<file path="src/rtl/bus_demux_1to4_pkg.sv">
// Shared definitions for the 1:4 return-path demux and its 4:1 mux counterpart.
package bus_demux_1to4_pkg;

  localparam logic [1:0] DEST_OUT1 = 2'b00;
  localparam logic [1:0] DEST_OUT2 = 2'b01;
  localparam logic [1:0] DEST_OUT3 = 2'b10;
  localparam logic [1:0] DEST_OUT4 = 2'b11;

  function automatic bit depth_ok(input int depth);
    return (depth >= 2) && ((depth & (depth - 1)) == 0);
  endfunction

  function automatic logic [3:0] dest_onehot(input logic [1:0] sel);
    logic [3:0] oh;
    oh = 4'b0000;
    case (sel)
      DEST_OUT1: oh = 4'b0001;
      DEST_OUT2: oh = 4'b0010;
      DEST_OUT3: oh = 4'b0100;
      DEST_OUT4: oh = 4'b1000;
      default:   oh = 4'b0000;
    endcase
    return oh;
  endfunction

endpackage

</file>
<file path="src/rtl/bus_demux_fifo.sv">
// Per-destination synchronous FIFO; head word is read straight from storage.
// Writes when full and reads when empty are ignored.
module bus_demux_fifo
  import bus_demux_1to4_pkg::*;
#(
  parameter int BITWIDTH = 8,
  parameter int DEPTH    = 2
) (
  input  logic                Clk,
  input  logic                Rst_n,
  input  logic [BITWIDTH-1:0] WrData,
  input  logic                WrEn,
  input  logic                RdEn,
  output logic [BITWIDTH-1:0] RdData,
  output logic                Full,
  output logic                Empty
);

  localparam int PTR_W = $clog2(DEPTH);
  localparam int CNT_W = PTR_W + 1;

  if (!depth_ok(DEPTH)) begin : g_bad_depth
    $error("bus_demux_fifo: DEPTH must be a power of 2 and >= 2");
  end

  logic [BITWIDTH-1:0] mem_q [DEPTH];
  logic [PTR_W-1:0]    wr_ptr_q, wr_ptr_d;
  logic [PTR_W-1:0]    rd_ptr_q, rd_ptr_d;
  logic [CNT_W-1:0]    count_q, count_d;
  logic                do_wr, do_rd;

  assign Full  = (count_q == CNT_W'(DEPTH));
  assign Empty = (count_q == '0);
  assign do_wr = WrEn & ~Full;
  assign do_rd = RdEn & ~Empty;

  // When empty, show the slot just behind rd_ptr: that is the last word
  // popped (or zero after reset), so the output holds its final value.
  assign RdData = Empty ? mem_q[rd_ptr_q - PTR_W'(1)] : mem_q[rd_ptr_q];

  always_comb begin
    wr_ptr_d = wr_ptr_q;
    rd_ptr_d = rd_ptr_q;
    count_d  = count_q;
    if (do_wr) wr_ptr_d = wr_ptr_q + PTR_W'(1);
    if (do_rd) rd_ptr_d = rd_ptr_q + PTR_W'(1);
    case ({do_wr, do_rd})
      2'b10:   count_d = count_q + CNT_W'(1);
      2'b01:   count_d = count_q - CNT_W'(1);
      default: count_d = count_q;
    endcase
  end

  always_ff @(posedge Clk or negedge Rst_n) begin
    if (!Rst_n) begin
      wr_ptr_q <= '0;
      rd_ptr_q <= '0;
      count_q  <= '0;
      for (int i = 0; i < DEPTH; i++) mem_q[i] <= '0;
    end else begin
      wr_ptr_q <= wr_ptr_d;
      rd_ptr_q <= rd_ptr_d;
      count_q  <= count_d;
      if (do_wr) mem_q[wr_ptr_q] <= WrData;
    end
  end

endmodule

</file>
<file path="src/rtl/bus_demux_1to4.sv">
// Steers one read-data stream into four independent per-master FIFOs.
// A full destination only stalls words addressed to it.
module bus_demux_1to4
  import bus_demux_1to4_pkg::*;
#(
  parameter int BITWIDTH = 8,
  parameter int DEPTH    = 2
) (
  input  logic                Clk,
  input  logic                Rst_n,
  input  logic [BITWIDTH-1:0] DataIn,
  input  logic [1:0]          InSel,
  input  logic                InValid,
  output logic                InReady,
  output logic [BITWIDTH-1:0] Out1,
  output logic [BITWIDTH-1:0] Out2,
  output logic [BITWIDTH-1:0] Out3,
  output logic [BITWIDTH-1:0] Out4,
  output logic [3:0]          OutValid,
  input  logic [3:0]          OutReady
);

  logic [3:0]          full_w;
  logic [3:0]          empty_w;
  logic [3:0]          wr_en;
  logic [3:0]          rd_en;
  logic [BITWIDTH-1:0] rd_dat [4];

  assign InReady  = ~full_w[InSel];
  assign wr_en    = dest_onehot(InSel) & {4{InValid & InReady}};
  assign OutValid = ~empty_w;
  assign rd_en    = OutValid & OutReady;

  for (genvar k = 0; k < 4; k++) begin : g_fifo
    bus_demux_fifo #(
      .BITWIDTH (BITWIDTH),
      .DEPTH    (DEPTH)
    ) u_fifo (
      .Clk    (Clk),
      .Rst_n  (Rst_n),
      .WrData (DataIn),
      .WrEn   (wr_en[k]),
      .RdEn   (rd_en[k]),
      .RdData (rd_dat[k]),
      .Full   (full_w[k]),
      .Empty  (empty_w[k])
    );
  end

  assign Out1 = rd_dat[0];
  assign Out2 = rd_dat[1];
  assign Out3 = rd_dat[2];
  assign Out4 = rd_dat[3];

endmodule

</file>
<file path="config.mk">
export PLATFORM = sky130hd
export DESIGN_NAME = bus_demux_1to4
export DESIGN_NICKNAME = d
export VERILOG_FILES = /design/src/rtl/bus_demux_1to4_pkg.sv /design/src/rtl/bus_demux_fifo.sv /design/src/rtl/bus_demux_1to4.sv
export SDC_FILE = /design/constraint.sdc
export NUM_CORES = 1
export LEC_CHECK = 0
export CORE_MARGIN = 8
export CORE_UTILIZATION = 50
export DETAILED_ROUTE_END_ITERATION = 12
export GPL_TIMING_DRIVEN = 1
export HOLD_SLACK_MARGIN = 0.03
export PLACE_DENSITY = 0.81
export SLEW_MARGIN = 20
export SYNTH_ARGS = -nofsm -noshare
export SYNTH_HDL_FRONTEND = slang
export SYNTH_SLANG_ARGS = --single-unit
</file>
<file path="constraint.sdc">
create_clock -name Clk -period 4.43 [get_ports Clk]
set_clock_uncertainty 0.05 [all_clocks]
set_input_delay 0.886 -clock Clk [delete_from_list [all_inputs] [get_ports Clk]]
set_output_delay 0.886 -clock Clk [all_outputs]
set_load 0.05 [all_outputs]
</file>
After elaboration in Yosys (flattened, before gate mapping):

Cells that the tools add are included.
W data, S select, Z words.

* flip-flop bits (word level): 80
* input port bits: 17
* output and inout port bits: 37
* logic and storage cells: 165

* $add $sub $neg: 20
* magnitude comparators: 17
* equality and inequality tests: 15
* muxes and demuxes: 47
* bitwise logic cells: 33
* reductions and logical operators: 13

Operators by type and width (count)
* $mux W8: 32
* $bwmux W16: 4
* $demux W8 S1: 4
* $ge A2 B2 Y1 const B: 12
* $not A1 Y2: 12
* $eq A2 B2 Y1 const B: 10
* $pmux W2 S2: 4
* $pmux W4 S4: 1
* $eq A2 B1 Y1 const B: 5
* $logic_not A2 Y1: 5
* $and A1 B1 Y1: 9
* $not A1 Y1: 9
* $add A1 B1 Y1 const B: 8
* $add A2 B1 Y2 const B: 4
* $and A4 B4 Y4: 2
* $lt A2 B1 Y1 const B: 4
* $reduce_bool A2 Y1: 4
* $sub A2 B1 Y2 const B: 4
* $logic_and A1 B1 Y1: 4
* $not A4 Y4: 1
* $sub A1 B1 Y1 const B: 4
* $lt A2 B3 Y1 const B: 1
* $bmux W1 S2: 1
* $mux W1: 1

Logic depth before layout (Yosys ltp):

* word-level depth: 9
* gate-level depth with buffers: 7
* mapped depth without buffers: 6

Cells and area by module:

A second synthesis with hierarchy kept.

* cell total of the unflattened synthesis: 255
* area, all modules: 3714.8 µm²

Modules (own cells, without submodules)
* bus_demux_fifo: times used 4, cells an instance 60, area each 903.4 µm², seq. area each 500.5 µm²
* bus_demux_1to4: times used 1, cells an instance 15, area each 101.3 µm², seq. area each 0.0 µm²

Worst setup path after synthesis:

No wires, ideal clock.

* path kind: register to output
* from: register g_fifo[0].u_fifo.count_q[0]
* to: output port Out1[0]
* arrival time: 1.834 ns
* required time: 3.494 ns
* path slack: 1.660 ns
* stages on the path, launching flop included: 4
* buffers on the path: 0
* cells stage by stage: dfrtp_1 > or2_2 > xor2_1 > mux2_2

* longest elaborated chain between the ends: 2

Ends and longest elaborated chain
* start, declared: RTL line bus_demux_fifo.sv:29 `logic [CNT_W-1:0] count_q, count_d;`
* start signal, assigned: RTL line bus_demux_fifo.sv:63 `count_q <= count_d;`
* $logic_not A2 Y1: RTL line bus_demux_fifo.sv:33 `assign Empty = (count_q == '0);`
* $mux W8: RTL line bus_demux_fifo.sv:39 `assign RdData = Empty ? mem_q[rd_ptr_q - PTR_W'(1)] : mem_q[rd_ptr_q];`
* end, declared: RTL line bus_demux_1to4.sv:15 `output logic [BITWIDTH-1:0] Out1,`

No other way between the ends.

Worst setup path after layout:

* from: input port InSel[1]
* to: output port InReady

* longest elaborated chain between the ends: 3

Ends and longest elaborated chain
* start, declared: RTL line bus_demux_1to4.sv:12 `input logic [1:0] InSel,`
* $bmux W1 S2: RTL line bus_demux_1to4.sv:29 `assign InReady = ~full_w[InSel];`
* $mux W1 (implied by the code): RTL line bus_demux_1to4.sv:29
* $not A1 Y1: RTL line bus_demux_1to4.sv:29
* end, declared: RTL line bus_demux_1to4.sv:14 `output logic InReady,`

No other way between the ends. The select of a mux whose other input is x is not followed.

==> results.cfg <==
[yosys]
syn_area_um2 = 3692
synth_seq_area_share = 0.5422
synth_fp_nets = 264
async_flop_share = 1.000
synthMostInstantiatedCell = mux2_2
synthTopCellsByCount = 88 x mux2_2, 80 x dfrtp_1, 12 x xnor2_1
ys_warn_count = 0
avgSynthCellArea_um2 = 15.19
synth_seq_cells = 80
synth_ff_type = dfrtp_1
synth.top_cell.area_share = 0.5422
synthCells = 243
yosysTopAreaCell = dfrtp_1
synthTopCellsByArea = dfrtp_1 54%, mux2_2 27%, mux2_4 3.3%
synth_edf_count = 0
synth_cell_types = 27

[critical_path]
r2r_cells = 3
critPathRequiredTime_ps = 3490
cp.arrival_ps = 2780
rr_endpoint = g_fifo[2].u_fifo.mem_q[6]$_DFFE_PN0P_
startpoint_type = input pin
rr_startpoint = g_fifo[2].u_fifo.count_q[1]$_DFFE_PN0P_
reg2reg_slack_ps = 2650
path_class = in2out
worst-path-max-fanout = 6
endpoint_kind = output pin

[sta]
timing.final.max_slew_violations = 0
fin_crit_sh = 0.8395
rsz0062_at_grt = no
setup_violations = 0
hold_viol = 0
tns_ps = 0
period_needed_ps = 3719
slew_headroom = 0.5197
fmax_mhz = 268.9
worst-slew-pin-transition_ps = 720.5

[floorplan]
start_util = 0.5118
core.rowCount = 31
core-area_um2 = 7214
ios = 54
fp.dieW_um = 101.9
die-area_um2 = 10390
die_h_um = 101.9

[route]
drcViolationCount = 0
drt-initial-drc-count = 66
wl_per_cell_um = 18.13
num_vias = 2165
antenna_left = 0
dr.pass1.iters = 4
totalWireLength_um = 7414
avgViaCountPerCell = 5.293

[cts]
cts_tree = built
cts-root-buf = clkbuf_8
post_cts_resized = 0
postCtsHoldBufs = 0
cts_sinks = 80
cts_max_level = 3
path_clk_slew_ps = 80
numCtsBuffers = 9
cts_setup_buffers = 0
clk_path_buf_depth = 2
clk_latency_ps = 350

[placed_design]
gp_congestion = 0.7705
dp.cells = 393
dpl.hpwl_um = 5198
portBuffers = 53

[global_route]
antenna_found_initial = 0
grt_start_max_net_pins = 81
grt_pass1_wl_um = 12340
grt_pass1_vias = 2355
grt_overflow = 0
grt_use_total = 0.1572

[finish]
post_layout_nonfiller_instances = 409
diodes = 0
fill_cells = 576
utilization = 0.6325
drive_gt1_frac = 0.4097
area_growth_pct = 23.59
fin_nets = 326

[hold_path]
hp-class = reg2reg
hp-start = g_fifo[1].u_fifo.rd_ptr_q$_DFFE_PN0P_
min_path_cells = 1
whs_endpoint = g_fifo[1].u_fifo.rd_ptr_q$_DFFE_PN0P_

[flow_run]
cap_violations = 0

[run_status]
status = finished clean
-- cell families after synthesis --
kind of cell	count (synthesis)	share of synthesized area
XOR/XNOR	24	0.06099
adder cells (fa/ha/maj)	4	0.01356
buffers and inverters	4	0.007795
flip-flops	80	0.5422
multiplexers	97	0.3080
AND/OR/NAND/NOR	34	0.06744
-- cell usage in the layout, fill, tap and decap left out, types with 2 or more instances in the layout --
| cell | Yosys | layout |
|---|---|---|
| and2_1 | 4 | 4 |
| buf_4 | 1 | 2 |
| bufinv_16 | 0 | 2 |
| clkbuf_8 | 0 | 10 |
| clkdlybuf4s50_1 | 0 | 52 |
| clkinv_4 | 0 | 2 |
| dfrtp_1 | 80 | 80 |
| ha_1 | 4 | 4 |
| mux2_2 | 88 | 88 |
| mux2_4 | 8 | 8 |
| nand2b_1 | 4 | 4 |
| nand3_1 | 2 | 2 |
| nand4_1 | 3 | 3 |
| nand4b_1 | 2 | 2 |
| nor2_1 | 5 | 5 |
| nor4b_4 | 2 | 2 |
| or2_2 | 4 | 4 |
| xnor2_1 | 12 | 12 |
| xor2_1 | 10 | 10 |
| xor2_2 | 2 | 2 |
-- worst max-delay path by stage --
stage	startpoint	to	slack [ps]	cells after the start
5_1_grt	g_fifo[2].u_fifo.count_q[0]$_DFFE_PN0P_	Out3[0]	640	4
2_1_floorplan	g_fifo[0].u_fifo.count_q[0]$_DFFE_PN0P_	Out1[0]	1660	3
6_report	InSel[1]	InReady	710	3
3_3_place_gp	InSel[1]	InReady	740	3
3_5_place_dp	InSel[1]	InReady	710	3
4_1_cts	InSel[1]	InReady	700	3
-- sequential cells by signal, indices dropped and copies added, names as in the netlist --
register,cells
g_fifo.u_fifo.mem_q,64
g_fifo.u_fifo.count_q,8
g_fifo.u_fifo.wr_ptr_q,4
g_fifo.u_fifo.rd_ptr_q,4
-- area by class of cell --
type	instances	area, µm²	area share
Tap cell	99	123.9	0.02715
Multi-Input combinational cell	159	1662	0.3641
Clock inverter	6	91.34	0.02002
Sequential cell	80	2002	0.4387
Clock buffer	10	137.6	0.03016
Timing Repair Buffer	55	546.8	0.1198
-- layer usage --
layer / GRT usage / routed length [µm]
met1: 0.2011 / 3362
met5: 0 / 0
met3: 0.05722 / 428
met2: 0.2480 / 3578
met4: 0.03725 / 44
-- per-stage QoR --
stage	instance area, µm²	worst slack [ps]	hold slack (ps)
2_1_floorplan	3692	1660	401.9
4_1_cts	4559	702.3	444.8
3_3_place_gp	4330	744.8	417.5
5_1_grt	4563	638.7	452.5
3_5_place_dp	4330	713.5	429.7
6_report	4563	711.2	443.0
-- worst max-delay path, cell delays in order --
cell	delay [ps]
clkdlybuf4s50_1	590
mux4_1	580
clkdlybuf4s50_1	720
Power is not shown: default switching activity piles up to over one toggle a cycle in this logic, so the estimate is an artifact.
==> variant 1 (same settings) <==
`BITWIDTH` is set to 8 in 2 places; all go to 12.
--- a/src/rtl/bus_demux_fifo.sv
+++ b/src/rtl/bus_demux_fifo.sv
@@ -3,7 +3,7 @@
 module bus_demux_fifo
   import bus_demux_1to4_pkg::*;
 #(
-  parameter int BITWIDTH = 8,
+  parameter int BITWIDTH = 12,
   parameter int DEPTH    = 2
 ) (
   input  logic                Clk,
--- a/src/rtl/bus_demux_1to4.sv
+++ b/src/rtl/bus_demux_1to4.sv
@@ -3,7 +3,7 @@
 module bus_demux_1to4
   import bus_demux_1to4_pkg::*;
 #(
-  parameter int BITWIDTH = 8,
+  parameter int BITWIDTH = 12,
   parameter int DEPTH    = 2
 ) (
   input  logic                Clk,
Interface: changed (5 resized); port bits go from 54 to 74. The function was not compared with the original's and may differ.
==> variant 1 against the unedited design <==
  * Maximum frequency grew 1.5%
  * Synthesized area grew 37%
  * Sequential cell count grew 32
  * Routed wire length grew 44%
  * Worst setup slack gained 0.055 ns
  * Cell area grew 35%
Power is left out: the tool's default activity adds up to more than one toggle a clock period on the data nets, which glitch-free logic cannot reach.
==> variant 1: results (changes against the unedited design) <==
stage,metric,value,unit,change
outcome,outcome,"complete, no violations",,unchanged
setup_path,cp.arrival,2.73,ns,was 2.78 ns
layout,reg_top3,"g_fifo.u_fifo.mem_q: 96 flops, g_fifo.u_fifo.count_q: 8 flops",,"was g_fifo.u_fifo.mem_q: 64 flops, g_fifo.u_fifo.count_q: 8 flops"
synth,yosysSeqAreaShare,55.5,%,was 54.2%
timing,worst_slew_pin_slew,0.784,ns,was 0.720 ns
clocking,clk_pin_slew,0.10,ns,was 0.08 ns
place,preCtsSetupSlack,0.762,ns,was 0.714 ns
routing,via_per_inst,5.35,,was 5.29
layout,nNetsFinal,437,,was 326
setup_path,reg2reg_from,g_fifo[0].u_fifo.count_q[0],,was g_fifo[2].u_fifo.count_q[1]
synth,synth_common_cells,"134 x mux2_2, 112 x dfrtp_1, 13 x buf_2",,"was 88 x mux2_2, 80 x dfrtp_1, 12 x xnor2_1"
synth,synth.distinct_cells,22,,was 27
routing,routed_wl,10700,um,was 7410 um
global_routing,grt_use_total,16.6,%,was 15.7%
place,gp_congestion,0.736,,was 0.771
clocking,clockRootBuffer,clkbuf_8,,unchanged
global_routing,grt_pass1_wl,17000,um,was 12300 um
place,place_hpwl,7480,um,was 5200 um
routing,drt_iter0_drc,82,,was 66
global_routing,grt_pass1_vias,3281,,was 2355
layout,drive_gt1_share,42.7,%,was 41.0%
worst_hold_path,hold_path_class,in2async,,was reg2reg
place,io_buffers,73,,was 53
global_routing,grt_max_degree,59,,was 81
synth,syn_nets,358,,was 264
clocking,clk_latency,0.37,ns,was 0.35 ns
==> variant 1: area by class of cell <==
type / instances / area [um^2]
multi-input cells: 207 / 2170
clock buffers: 10 / 128
fillers: 755 / 3620
flip-flops and latches: 112 / 2800
repair buffers: 82 / 796
well taps: 133 / 166
clock inverters: 6 / 90.1
==> variant 1: metrics by stage <==
| stage | instance area, um^2 | instances | hold WS, ns |
|---|---|---|---|
| 6_report | 6150 | 550 | 0.306 |
| 5_1_grt | 6150 | 550 | 0.294 |
| 4_1_cts | 6150 | 550 | 0.293 |
| 3_5_place_dp | 5930 | 534 | 0.430 |
| 3_3_place_gp | 5930 | 534 | 0.418 |
| 2_1_floorplan | 5050 | 333 | 0.402 |
==> variant 1: worst max-delay path: stages <==
cell and delay (ns):
clkdlybuf4s50_1 0.60, mux4_2 0.53, clkdlybuf4s50_1 0.71
==> variant 1: worst paths after layout <==
kind                                          endpoint  slack (ns)
setup reg to reg            g_fifo[0].u_fifo.mem_q[11]        2.43
hold reg to reg              g_fifo[0].u_fifo.rd_ptr_q        0.44
min in group Clk             g_fifo[0].u_fifo.rd_ptr_q        0.44
max in group asynchronous   g_fifo[1].u_fifo.mem_q[19]        3.03
setup / recovery                               InReady        0.77
hold / removal             g_fifo[1].u_fifo.count_q[1]        0.31
==> variant 1: per-layer routing <==
layer	wire, um	track usage, %
met1	4590	19.6
met5	0	0
met3	507	4.45
met4	174	5.45
met2	5380	28.7
==> variant 1: cell families (layout without fill, tap and decap cells) <==
kind of cell,Yosys count,after routing,share of synthesized area (%)
XOR/XNOR,24,24,4.17
adder cells (fa/ha/maj),4,4,0.992
buffers and inverters,14,98,1.51
flip-flops,112,112,55.5
multiplexers,145,145,33.3
AND/OR/NAND/NOR,34,34,4.46
==> variant 2 (config.mk and constraints unchanged) <==
Without the edit above. Make the reset (`Rst_n`) synchronous in one clocked block.
--- a/src/rtl/bus_demux_fifo.sv
+++ b/src/rtl/bus_demux_fifo.sv
@@ -51,7 +51,7 @@
     endcase
   end
 
-  always_ff @(posedge Clk or negedge Rst_n) begin
+  always_ff @(posedge Clk) begin
     if (!Rst_n) begin
       wr_ptr_q <= '0;
       rd_ptr_q <= '0;
Check against the original RTL: differs if Rst_n is asserted again (counterexample within 4 cycles, from zero or initial values and one cycle with Rst_n low); with Rst_n held inactive, the same outputs for 4 cycles.
==> variant 2 against the unedited design <==
  * Synthesized cell count is 23% higher
  * Synthesized area is 3.7% higher
  * Worst setup slack worse by 0.050 ns
  * Critical path depth stayed put
  * Critical path type unchanged
  * Sequential cell count is 4 higher
  * Cell area is 2.4% higher
  * Largest cell class unchanged
  * Routed wire length is 7.3% higher
==> variant 2: results (changes against the unedited design) <==
stage,metric,value,unit,change
power,powerClk,0.556,mW,
synth,syn_nets,320,,was 264
layout,fillers,593,,was 576
clocking,clk_latency,0.35,ns,about the same
floorplanning,fp.dieArea,10700,um^2,was 10400 um^2
global_routing,met1_usage,19.4,%,was 20.1%
timing,worst_slew_pin_slew,0.647,ns,was 0.720 ns
routing,route.met2.wl,4030,um,was 3580 um
routing,highest_layer,met4,,unchanged
layout,drive_gt1_share,15.8,%,was 41.0%
synth,async_flop_share,0,%,was 100%
global_routing,grt_antenna_before_repair,0,,unchanged
setup_path,cp.arrival,2.83,ns,was 2.78 ns
setup_path,reg2reg_from,g_fifo[0].u_fifo.count_q[0],,was g_fifo[2].u_fifo.count_q[1]
synth,synth_edf_count,64,,was 0
place,preCtsSetupSlack,0.682,ns,was 0.714 ns
routing,wl_met1,3040,um,was 3360 um
setup_path,crit_start,InSel[0],,was InSel[1]
global_routing,grtUsageMet2,26.6,%,was 24.8%
synth,synth.distinct_cells,37,,was 27
global_routing,grt_pass1_wl,12400,um,was 12300 um
routing,vias,2479,,was 2165
synth,synth_common_cells,"64 x edfxtp_1, 36 x and2_1, 32 x nor2_1",,"was 88 x mux2_2, 80 x dfrtp_1, 12 x xnor2_1"
setup_path,timing.rr.end,g_fifo[0].u_fifo.mem_q[0][2],,was g_fifo[2].u_fifo.mem_q[6]
worst_hold_path,min_to,g_fifo[2].u_fifo.wr_ptr_q,,was g_fifo[1].u_fifo.rd_ptr_q
worst_hold_path,min_delay_path_depth,2,,was 1
routing,drt_iter0_drc,118,,was 66
routing,routed_wl,7950,um,was 7410 um
routing,met3_length,732,um,was 428 um
clocking,numCtsBuffers,9,,unchanged
power,peakVddDrop,319,uV,
place,gp_congestion,0.786,,was 0.771
setup_path,reg2reg_slack,2.45,ns,was 2.65 ns
global_routing,grt_use_total,15.9,%,was 15.7%
outcome,outcome,"complete, no violations",,unchanged
global_routing,grtUsageMet3,4.08,%,was 5.72%
synth,synth.area.top_cells,"edfxtp_1 50%, dfxtp_1 10%, mux2_2 8.8%, and2_1 5.9%, nor2_1 3.1%",,"was dfrtp_1 54%, mux2_2 27%, mux2_4 3.3%, xnor2_1 2.8%, xor2_1 2.4%"
setup_path,reg2regPathDepth,3,,unchanged
synth,yosysSeqAreaShare,60.7,%,was 54.2%
global_routing,grt_max_degree,24,,was 81
place,place_hpwl,5580,um,was 5200 um
timing,max_freq,265,MHz,was 269 MHz
variant 2: cell count changes after synthesis, moves of 6 or more:
cell,before,now
nor3_1,0,6
nor2b_1,1,10
dfxtp_1,0,20
and2_1,4,36
mux2_4,8,0
nand2_1,0,14
mux2_2,88,30
dfrtp_1,80,0
edfxtp_1,0,64
xor2_1,10,0
clkbuf_1,0,6
nor2_1,5,32
variant 2: metrics by stage:
stage	instance area (um^2)	instances	hold WS [ns]	power, mW	util [%]
2_1_floorplan	3830	299	0.400	1.59	-
3_3_place_gp	4470	447	0.415	1.84	59.0
3_5_place_dp	4470	447	0.425	1.86	59.0
4_1_cts	4670	463	0.437	2.40	61.7
5_1_grt	4670	463	0.471	2.48	61.7
6_report	4670	463	0.433	2.39	61.7
variant 2: cell families (layout without fill, tap and decap cells):
| logic type | Yosys count | in the layout | synth area share [%] |
|---|---|---|---|
| flops | 84 | 84 | 60.7 |
| compound gates | 20 | 20 | 4.67 |
| buf+inv | 12 | 74 | 1.27 |
| xor+xnor | 12 | 12 | 2.75 |
| fa+ha+maj | 4 | 4 | 1.31 |
| simple gates | 132 | 132 | 18.8 |
| mux | 35 | 35 | 10.5 |
variant 2: worst max-delay path, stage by stage:
cell	delay (ns)
clkdlybuf4s50_1	0.67
mux4_2	0.56
clkdlybuf4s50_1	0.72
variant 2: cell type report:
class	instances	area (um^2)	area share [%]
Sequential cell	84	2320	49.7
Clock buffer	9	124	2.65
Multi-Input combinational cell	203	1460	31.2
Clock inverter	7	80.1	1.71
Timing Repair Buffer	56	553	11.8
Inverter	2	7.51	0.161
Tap cell	102	128	2.73
